## config.mk

```make
export PLATFORM = sky130hd
export DESIGN_NAME = decode_hazard_ctrl
export DESIGN_NICKNAME = d
export VERILOG_FILES = /design/src/rtl/decode_hazard_ctrl.sv
export SDC_FILE = /design/constraint.sdc
export NUM_CORES = 1
export LEC_CHECK = 0
export BUFFER_PORTS_ARGS = -buffer_cell sky130_fd_sc_hd__buf_2
export CAP_MARGIN = 20
export CORE_AREA = 3 3 93 183
export CTS_CLUSTER_DIAMETER = 40
export DETAILED_ROUTE_END_ITERATION = 10
export DIE_AREA = 0 0 96 186
export GPL_ROUTABILITY_DRIVEN = 0
export MAX_ROUTING_LAYER = met4
export PLACE_DENSITY = 0.54
export SLEW_MARGIN = 20
export SYNTH_ARGS = -nofsm -noshare
export SYNTH_HDL_FRONTEND = slang
export SYNTH_SLANG_ARGS = --single-unit
```

## constraint.sdc

```tcl
create_clock -name clk -period 2.66 [get_ports clk]
set_input_delay 0.665 -clock clk [delete_from_list [all_inputs] [get_ports clk]]
set_output_delay 0.665 -clock clk [all_outputs]
set_load 0.05 [all_outputs]
```

## src/rtl/decode_hazard_ctrl.sv

```systemverilog
// -----------------------------------------------------------------------------
// decode_hazard_ctrl
//
// Decode-stage sequencer for a 5-stage pipeline. It owns the IF/ID and ID/EX
// pipeline registers, decodes the opcode in D to select the immediate format,
// captures the extended immediate into EX, and generates load-use stall and
// branch/jump flush controls. Saturating counters record stall and flush
// events.
//
// Ports:
//   clk        in   system clock, all state on rising edge
//   reset      in   synchronous active-high reset
//   InstrF     in   fetched instruction
//   PCSrcE     in   taken branch/jump resolved in EX
//   ImmExtD    in   extended immediate (combinational on InstrD/ImmSrcD)
//   InstrD     out  IF/ID register contents
//   ImmSrcD    out  immediate format: 00 I, 01 S, 10 B, 11 J
//   IllegalD   out  unsupported opcode in D
//   ImmExtE    out  ID/EX immediate
//   Rs1E/Rs2E/RdE out ID/EX register indices
//   RegWriteE  out  EX instruction writes rd
//   LoadE      out  EX instruction is a load
//   StallF/StallD/FlushD/FlushE out hazard controls
//   StallCnt/FlushCnt out saturating event counters
// -----------------------------------------------------------------------------
module decode_hazard_ctrl #(
  parameter logic [31:0] NOP_INSTR = 32'h00000013,
  parameter int          CNT_W     = 16
) (
  input  logic             clk,
  input  logic             reset,
  input  logic [31:0]      InstrF,
  input  logic             PCSrcE,
  input  logic [31:0]      ImmExtD,
  output logic [31:0]      InstrD,
  output logic [1:0]       ImmSrcD,
  output logic             IllegalD,
  output logic [31:0]      ImmExtE,
  output logic [4:0]       Rs1E,
  output logic [4:0]       Rs2E,
  output logic [4:0]       RdE,
  output logic             RegWriteE,
  output logic             LoadE,
  output logic             StallF,
  output logic             StallD,
  output logic             FlushD,
  output logic             FlushE,
  output logic [CNT_W-1:0] StallCnt,
  output logic [CNT_W-1:0] FlushCnt
);

  localparam logic [CNT_W-1:0] CNT_MAX = {CNT_W{1'b1}};
  localparam logic [CNT_W-1:0] CNT_ONE = {{(CNT_W-1){1'b0}}, 1'b1};

  logic [1:0] imm_src_s;
  logic       reg_write_s;
  logic       load_s;
  logic       use_rs1_s;
  logic       use_rs2_s;
  logic       illegal_s;
  logic       lw_stall_s;

  // Opcode decoder for the instruction sitting in D.
  always_comb begin
    imm_src_s   = 2'b00;
    reg_write_s = 1'b0;
    load_s      = 1'b0;
    use_rs1_s   = 1'b0;
    use_rs2_s   = 1'b0;
    illegal_s   = 1'b0;
    case (InstrD[6:0])
      7'b0000011: begin  // load
        reg_write_s = 1'b1;
        load_s      = 1'b1;
        use_rs1_s   = 1'b1;
      end
      7'b0010011: begin  // ALU immediate
        reg_write_s = 1'b1;
        use_rs1_s   = 1'b1;
      end
      7'b1100111: begin  // jalr
        reg_write_s = 1'b1;
        use_rs1_s   = 1'b1;
      end
      7'b0110011: begin  // R-type
        reg_write_s = 1'b1;
        use_rs1_s   = 1'b1;
        use_rs2_s   = 1'b1;
      end
      7'b0100011: begin  // store
        imm_src_s = 2'b01;
        use_rs1_s = 1'b1;
        use_rs2_s = 1'b1;
      end
      7'b1100011: begin  // branch
        imm_src_s = 2'b10;
        use_rs1_s = 1'b1;
        use_rs2_s = 1'b1;
      end
      7'b1101111: begin  // jal
        imm_src_s   = 2'b11;
        reg_write_s = 1'b1;
      end
      default: begin     // lui/auipc and anything else are not supported
        illegal_s = 1'b1;
      end
    endcase
  end

  assign ImmSrcD  = imm_src_s;
  assign IllegalD = illegal_s;

  // A load writing x0 never creates a real dependency, so it cannot stall.
  assign lw_stall_s = LoadE & (RdE != 5'd0) &
                      ((use_rs1_s & (RdE == InstrD[19:15])) |
                       (use_rs2_s & (RdE == InstrD[24:20])));

  assign StallF = lw_stall_s;
  assign StallD = lw_stall_s;
  assign FlushD = PCSrcE;
  assign FlushE = lw_stall_s | PCSrcE;

  // IF/ID register: flush has priority over stall.
  always_ff @(posedge clk) begin
    if (reset || FlushD) begin
      InstrD <= NOP_INSTR;
    end else if (!StallD) begin
      InstrD <= InstrF;
    end else begin
      InstrD <= InstrD;
    end
  end

  // ID/EX register: a flush inserts an all-zero bubble, which also clears LoadE
  // so a load-use stall releases after exactly one cycle.
  always_ff @(posedge clk) begin
    if (reset || FlushE) begin
      ImmExtE   <= 32'h0000_0000;
      Rs1E      <= 5'd0;
      Rs2E      <= 5'd0;
      RdE       <= 5'd0;
      RegWriteE <= 1'b0;
      LoadE     <= 1'b0;
    end else begin
      ImmExtE   <= ImmExtD;
      Rs1E      <= InstrD[19:15];
      Rs2E      <= InstrD[24:20];
      RdE       <= InstrD[11:7];
      RegWriteE <= reg_write_s;
      LoadE     <= load_s;
    end
  end

  // Saturating stall and flush event counters.
  always_ff @(posedge clk) begin
    if (reset) begin
      StallCnt <= {CNT_W{1'b0}};
      FlushCnt <= {CNT_W{1'b0}};
    end else begin
      if (lw_stall_s && (StallCnt != CNT_MAX)) begin
        StallCnt <= StallCnt + CNT_ONE;
      end else begin
        StallCnt <= StallCnt;
      end
      if (PCSrcE && (FlushCnt != CNT_MAX)) begin
        FlushCnt <= FlushCnt + CNT_ONE;
      end else begin
        FlushCnt <= FlushCnt;
      end
    end
  end

endmodule

```

# After elaboration in Yosys (flattened, before gate mapping)
# Index checks and enable logic that the tools add are counted.
[classes]
n_addsub = 2
multipliers = 0
n_div = 0
magnitude_cmp = 0
n_eq_ne = 11
shifts = 0
mux = 6
n_bitwise = 6
reduce_logical = 9
[ops]
columns = ["operator", "count"]
rows = [
  ["adder 16 x 1 -> 16 bit (second input constant)", 2],
  ["inequality test 16 bit (second input constant)", 2],
  ["== test 7 bit (second input constant)", 3],
  ["== test 7 x 6 -> 1 bit (second input constant)", 2],
  ["== test 5 bit", 2],
  ["== test 7 x 2 -> 1 bit (second input constant)", 1],
  ["== test 7 x 5 -> 1 bit (second input constant)", 1],
  ["OR reduction 7 bit", 1],
  ["one-hot mux 2 bit (3 select lines)", 1],
  ["OR reduction 6 bit", 1],
  ["2-to-1 mux 1 bit", 5],
  ["nonzero test 5 bit", 1],
  ["OR reduction 5 bit", 1],
  ["bitwise AND 1 bit", 4],
  ["OR reduction 3 bit", 1],
  ["logical AND 1 bit", 2],
  ["logical OR 1 bit", 2],
  ["bitwise OR 1 bit", 2],
]
[totals]
ff_bits = 113
latch_bits = 0
ram_bits = 0
rom_bits = 0
input_bits = 67
out_inout_bits = 120
elab_cells = 43
n_memories = 0

# Longest topological paths before layout
# Gate-level depths: netlist of run 1.
[depth]
ltp_word = 8
depth_mapped = 10
depth_no_buf = 7

# Least setup slack after synthesis of run 1
# OpenSTA, ideal clock, no wires.
[synth_timing]
path_kind = "register -> output"
start = "register InstrD[6]"
end = "output StallF"
arrival_time_ps = 2787
t_required_ps = 1995
path_slack_ps = -792
stages_incl_launch_ff = 8
n_path_buf = 2
path_cell_list = "dfxtp_1 > and3b_1 > o21ai_1 > or4_1 > a21o_1 > inv_1 > clkbuf_1 > buf_4"
[synth_via]
elab_chain_cells = 6
word_cells_on_any_way = 14
classes_between = "eq/ne (6); mux (2); bitwise (4); reduce/logical (2)"
[synth_lines]
columns = ["item", "line_no", "text"]
rows = [
  ["start, declared", "35", "output logic [31:0] InstrD,"],
  ["start signal, assigned", "128", "InstrD <= InstrF;"],
  ["start signal, assigned", "130", "InstrD <= InstrD;"],
  ["== test 7 bit, or another cell as far along", "71", "case (InstrD[6:0])"],
  ["OR reduction 6 bit (no source line) / OR reduction 3 bit (equally long branches)", "-", ""],
  ["2-to-1 mux 1 bit", "71", ""],
  ["bitwise AND 1 bit (on tied branches)", "115, 116", ""],
  ["bitwise OR 1 bit (*)", "115", "((use_rs1_s & (RdE == InstrD[19:15])) |"],
  ["bitwise AND 1 bit (*)", "114", "assign lw_stall_s = LoadE & (RdE != 5'd0) &"],
  ["end, declared", "44", "output logic StallF,"],
]
# Every way passes the cells marked *; elsewhere a longest branch is shown, timed or not.

# Worst setup path after layout of run 1
[layout_timing]
start = "register InstrD[4]"
end = "output FlushE"
[layout_via]
elab_chain_cells = 7
word_cells_on_any_way = 15
classes_between = "eq/ne (6); mux (2); bitwise (5); reduce/logical (2)"
[layout_lines]
columns = ["item", "line_no", "text"]
rows = [
  ["== test 7 bit, or another cell as far along", "71", ""],
  ["OR reduction 6 bit (no source line) / OR reduction 3 bit (equally long branches)", "-", ""],
  ["2-to-1 mux 1 bit", "71", ""],
  ["bitwise AND 1 bit (on tied branches)", "115, 116", ""],
  ["bitwise OR 1 bit (*)", "115", ""],
  ["bitwise AND 1 bit (*)", "114", ""],
  ["bitwise OR 1 bit (*)", "121", "assign FlushE = lw_stall_s | PCSrcE;"],
  ["end, declared", "47", "output logic FlushE,"],
]
# Marked as above.

==> flow_summary.ini, run 1 <==
[outcome]
status = finished with violations
violations = setup timing

[hold_path]
hold_path.startpoint = InstrD[25]
hold_class = flip-flop to flip-flop

[cts]
clk_pin_slew_ps = 50
hold_buffers = 0
clock_latency_ps = 410
htreeDepth = 4
numCtsBuffers = 17
clk_path_buf_depth = 2
clockRootBuffer = clkbuf_16
numClockSinks = 113
cts_tree = done

[floorplan]
start_util_pct = 26.67
io_pins = 187
die_w_um = 96
dieArea_mm2 = 0.01786
rows = 65
fp.dieH_um = 186
coreArea_mm2 = 0.01586

[setup_path]
start_kind = flip-flop
path_class = flip-flop to primary output
required_ps = 2000
crit_chain = and3b_1, o21ai_2, or4_4, a21o_4, nand2b_4, buf_8
crit_path_end_kind = primary output
crit_start = InstrD[4]
crit_fanout = 6
regToRegStartpoint = InstrD[4]
crit_arrival_ps = 2100
slowest_delay_ps = 490
slowest_stage = or4_4
r2r_slack_ps = 70

[drt]
drt-initial-drc-count = 132
drt-wirelength-per-cell_um = 15.26
num_vias = 4117
dr.pass1.iters = 4
vias_per_cell = 4.721
drc = 0
antenna_left = 0
wl_mm = 13.31

[finish]
insertedDiodeCount = 0
nets = 727
fin_util_pct = 38.49
area_growth_pct = 44.35
drive_above_1_share_pct = 38.60

[synthesis]
synth_edf_count = 0
synthesis.area_mm2 = 0.004229
ys_types = 36
synth-seq-cells = 113
async_flop_share_pct = 0
syn_avg_cell_area_um2 = 8.979
ys_seq_area_share_pct = 53.49
synthCells = 471
synth_top_flop_cell = dfxtp_1
syn_nets = 540
yosysWarnings = 0

[power_and_ir_drop]
p_per_area_mw_per_mm2 = 728.0
ir_worst_vdd_uv = 413.0
cellLeakagePower_nw = 2.988

[placed_design]
pre_cts_ws_ps = 84.74
io_buffers = 186
dp_hpwl_mm = 9.932

[run]
cap_violations = 0

[timing]
hold_viol = 0
finClkSkew_ps = 6.928
rsz0062_at_grt = yes
tightestPinTransition_ps = 484.5
setup_viol = 3
min_period_ps = 2766
worst_slack_ps = -105.7
fmax_mhz = 361.6
fin_crit_sh_pct = 104.0
maxSlewHeadroom_pct = 67.62
slew_violations = 0

[global_routing]
overflow = 0
grt_start_max_net_pins = 47
grt_pass1_wl_mm = 20.69
grt_pass1_vias = 4193
antenna_found_initial = 0
groute.usage.overall_pct = 15.40
[power by group]
group / total [mW] / switching [mW] / internal (mW)
registers: 1.77 / 0.0291 / 1.74
clock network: 2.28 / 0.768 / 1.52
logic: 0.393 / 0.276 / 0.117
[cell families after synthesis]
family,synth area share (%)
AO/OA/AOI/OAI,9.290
AND/OR/NAND/NOR,27.28
flip-flops,53.49
XOR/XNOR,5.178
buffers and inverters,3.905
multiplexers,0.2663
adder cells (fa/ha/maj),0.5916
[synthesized netlist by cell type, types with 3 or more instances]
library cell  instances  share of area [%]
dfxtp_1             113                 53
nand2_1              68                6.0
and3_1               58                8.6
a21oi_1              45                5.3
clkbuf_1             27                2.4
nor2_1               27                2.4
nand3_1              23                2.7
or4_1                13                2.3
xor2_1               13                2.7
nand4_1              12                1.8
xnor2_1              12                2.5
o31ai_1              10                1.8
inv_1                 6               0.53
or3_1                 5               0.74
nor3_1                4               0.47
and2_1                3               0.44
buf_2                 3               0.35
nor2b_1               3               0.44
o21ai_1               3               0.35
[what timing repair did]
action                                  CTS  global route
endpoints found under the setup margin    3             6
pin swaps                                 3             4
resized for setup                        19             2
setup buffers                             3             2
[cells in the final DEF (no fill, tap or decap), types with 9 or more instances in the layout]
| cell type | count |
|---|---|
| nand3_1 | 23 |
| buf_4 | 15 |
| or4_1 | 12 |
| nor2_1 | 26 |
| a21oi_1 | 45 |
| xnor2_1 | 9 |
| nand4_1 | 12 |
| dfxtp_1 | 96 |
| xor2_1 | 13 |
| o31ai_1 | 10 |
| buf_2 | 183 |
| and3_1 | 58 |
| nand2_1 | 68 |
| dfxtp_2 | 9 |
| clkbuf_16 | 18 |
[worst max-delay path: cells and delay by family (launching register included)]
kind / cells / cell delay (ps)
buffers and inverters: 1 / 150
and+or+nand+nor: 3 / 840
DFF: 1 / 360
AOI/OAI and AO/OA: 2 / 350
[layout make-up]
| class | instances | area, µm² |
|---|---|---|
| sequential | 113 | 2303 |
| inverter | 6 | 25.02 |
| tap | 201 | 251.5 |
| clock buffer | 21 | 461.7 |
| multi-input combinational | 319 | 1854 |
| timing repair buffer | 201 | 1074 |
| fill | 1653 | 9754 |
| clock inverter | 11 | 135.1 |
[path summary, 6_finish.rpt]
path	to	cells past startpoint
worst max-delay path	FlushE	6
worst min-delay path	InstrD[25]	2
worst max register to register	StallCnt[14]	8
worst min register to register	InstrD[25]	2
[metrics by stage]
| stage | hold slack (ps) | instance area (µm²) | std cells | power [mW] | TNS, ps |
|---|---|---|---|---|---|
| 2_1_floorplan | 551.4 | 4278 | 471 | 2.061 | 0 |
| 3_3_place_gp | 438.5 | 5391 | 835 | 2.189 | 0 |
| 3_5_place_dp | 442.7 | 5391 | 835 | 2.193 | 0 |
| 4_1_cts | 427.0 | 6083 | 870 | 4.505 | -311.1 |
| 5_1_grt | 451.8 | 6105 | 872 | 4.600 | -427.9 |
| 6_report | 446.7 | 6105 | 872 | 4.444 | -276.0 |
[layer usage]
| metal | track usage (%) | up-vias | part of all wire, % |
|---|---|---|---|
| met5 | - | - | 0 |
| met4 | 6.956 | 0 | 2.5 |
| met3 | 3.681 | 22 | 6.6 |
| met2 | 27.83 | 144 | 54 |
| met1 | 15.14 | 1942 | 36 |
| li1 | - | 2009 | - |
[registers in the layout, summed over array words and instances (netlist names)]
register / flops
ImmExtE: 32
InstrD: 32
FlushCnt: 16
StallCnt: 16
RdE: 5
Rs1E: 5
Rs2E: 5
LoadE: 1
RegWriteE: 1
(Power assumes the default switching activity.)
==> inputs of run 2 (changes only) <==
CELL_PAD_IN_SITES_DETAIL_PLACEMENT = 1   (was default)
CELL_PAD_IN_SITES_GLOBAL_PLACEMENT = 2   (was default)
CORE_AREA = 3 3 95 187   (was 3 3 93 183)
DIE_AREA = 0 0 98 190   (was 0 0 96 186)
PLACE_DENSITY = 0.81   (was 0.54)
==> flow_summary.ini, run 2 (same netlist as run 1, synthesis figures left out) <==
[outcome]
status = finished with violations
violations = setup timing

[power_and_ir_drop]
p_seq_share_pct = 39.6
power_switching_mw = 1.150
power.internal_mw = 3.308
ir_worst_vdd_uv = 391.7
cellLeakagePower_nw = 2.971
p_per_area_mw_per_mm2 = 734.2
clockPowerShare_pct = 51.5
swShare_pct = 25.80
power_frac_comb_pct = 8.9

[floorplan]
dieArea_mm2 = 0.01862
coreArea_mm2 = 0.01643
die_w_um = 98
fp.dieH_um = 190
rows = 66
start_util_pct = 25.73
io_pins = 187

[cts]
numCtsBuffers = 17
clockRootBuffer = clkbuf_16
cts_tree = done
clock_latency_ps = 410
clk_path_buf_depth = 2
clk_pin_slew_ps = 60
numClockSinks = 113
htreeDepth = 4

[finish]
drive_above_1_share_pct = 38.62
final_common_cell = buf_2
final_cells = 875
area_growth_pct = 43.61
mostFrequentLayoutCells = buf_2, dfxtp_1, nand2_1
nets = 724
top_regs = ImmExtE x32, InstrD x32
nFillCells = 1960

[global_routing]
grt_start_max_net_pins = 67
grt_pass1_wl_mm = 23.19
grt_pass1_vias = 4433
overflow = 0
antenna_found_initial = 2
groute.usage.overall_pct = 16.29

[timing]
worst_slack_ps = -49.50
final.setup.tns_ps = -128.7
fin_crit_sh_pct = 101.9
hold_viol = 0
min_period_ps = 2710
hold_ws_ps = 446.6
slew_violations = 0
fmax_mhz = 369.1
maxSlewHeadroom_pct = 62.36
finClkSkew_ps = 8.768
rsz0062_at_grt = yes
setup_viol = 3
tightestPinTransition_ps = 564.7

[drt]
num_vias = 4129
antenna_left = 0
dr.pass1.iters = 4
drc = 0
vias_per_cell = 4.719
wl_mm = 14.87
drt-wirelength-per-cell_um = 16.99
drt-initial-drc-count = 84

[hold_path]
hold_class = input port to flip-flop

[placed_design]
io_buffers = 186
dp_hpwl_mm = 10.90
placed_cells = 838
pre_cts_ws_ps = 107.5

[setup_path]
required_ps = 2000
path_class = flip-flop to primary output
start_kind = flip-flop
crit_path_end_kind = primary output
crit_arrival_ps = 2040
crit_fanout = 4

[run]
cap_violations = 0
==> run 2: cell types whose count changed in the layout (fill, tap and decap cells not counted), sizes merged <==
cell | previous run | this run
buf | 201 | 198
bufinv | 3 | 2
clkbuf | 21 | 20
diode | 0 | 3
inv | 6 | 8
==> run 2: power groups by stage <==
| stage | logic, mW | clock network (mW) | registers (mW) |
|---|---|---|---|
| floorplan | 0.0964 | 0 | 1.96 |
| global placement | 0.390 | 0 | 1.80 |
| detailed placement | 0.394 | 0 | 1.80 |
| CTS | 0.400 | 2.36 | 1.77 |
| global route | 0.420 | 2.43 | 1.77 |
| finish | 0.395 | 2.30 | 1.77 |
==> run 2: layout make-up <==
| type | instances | area [µm²] | share of cell area [%] |
|---|---|---|---|
| Clock buffer | 20 | 466.7 | 7.684 |
| Sequential cell | 113 | 2296 | 37.80 |
| Tap cell | 204 | 255.2 | 4.203 |
| Multi-Input combinational cell | 319 | 1838 | 30.26 |
| Timing Repair Buffer | 198 | 1051 | 17.31 |
| Antenna cell | 3 | 7.507 | 0.1236 |
| Clock inverter | 12 | 131.4 | 2.163 |
| Inverter | 6 | 27.53 | 0.4532 |
==> run 2: final timing paths <==
check,start,end,cells after the start,slack [ps]
worst max register to register,RdE[2],StallCnt[8],7,230
worst min register to register,InstrD[30],InstrD[30],2,450
worst max-delay path,RdE[2],FlushE,6,-50
worst min-delay path,InstrF[1],InstrD[1],2,450
==> run 2: through the flow <==
| stage | utilization, % | total power, mW | cell area (µm²) |
|---|---|---|---|
| 2_1_floorplan | - | 2.061 | 4278 |
| 3_3_place_gp | 32.84 | 2.191 | 5396 |
| 3_5_place_dp | 32.84 | 2.199 | 5396 |
| 4_1_cts | 36.87 | 4.530 | 6058 |
| 5_1_grt | 36.94 | 4.620 | 6071 |
| 6_report | 36.96 | 4.459 | 6073 |
==> run 2: per-layer routing <==
layer | up-vias | wire (µm) | global-route usage [%]
li1 | 2010 | - | -
met1 | 1972 | 5519 | 15.81
met2 | 121 | 8153 | 29.36
met3 | 26 | 741 | 4.624
met4 | 0 | 454 | 7.840
met5 | - | 0 | -
==> run 2: critical path: stages, from the launching register on <==
cell	delay (ps)
dfxtp_2	370
xnor2_1	130
nand4_1	150
or4_1	500
a21o_4	250
nand2b_4	80
buf_8	140
==> run 2: what timing repair did <==
item,in CTS,in global routing
setup endpoints to repair,3,3
hold buffers,0,0
pin swaps,4,1
setup buffers,2,0
resized for setup,16,1
gates cloned,0,0
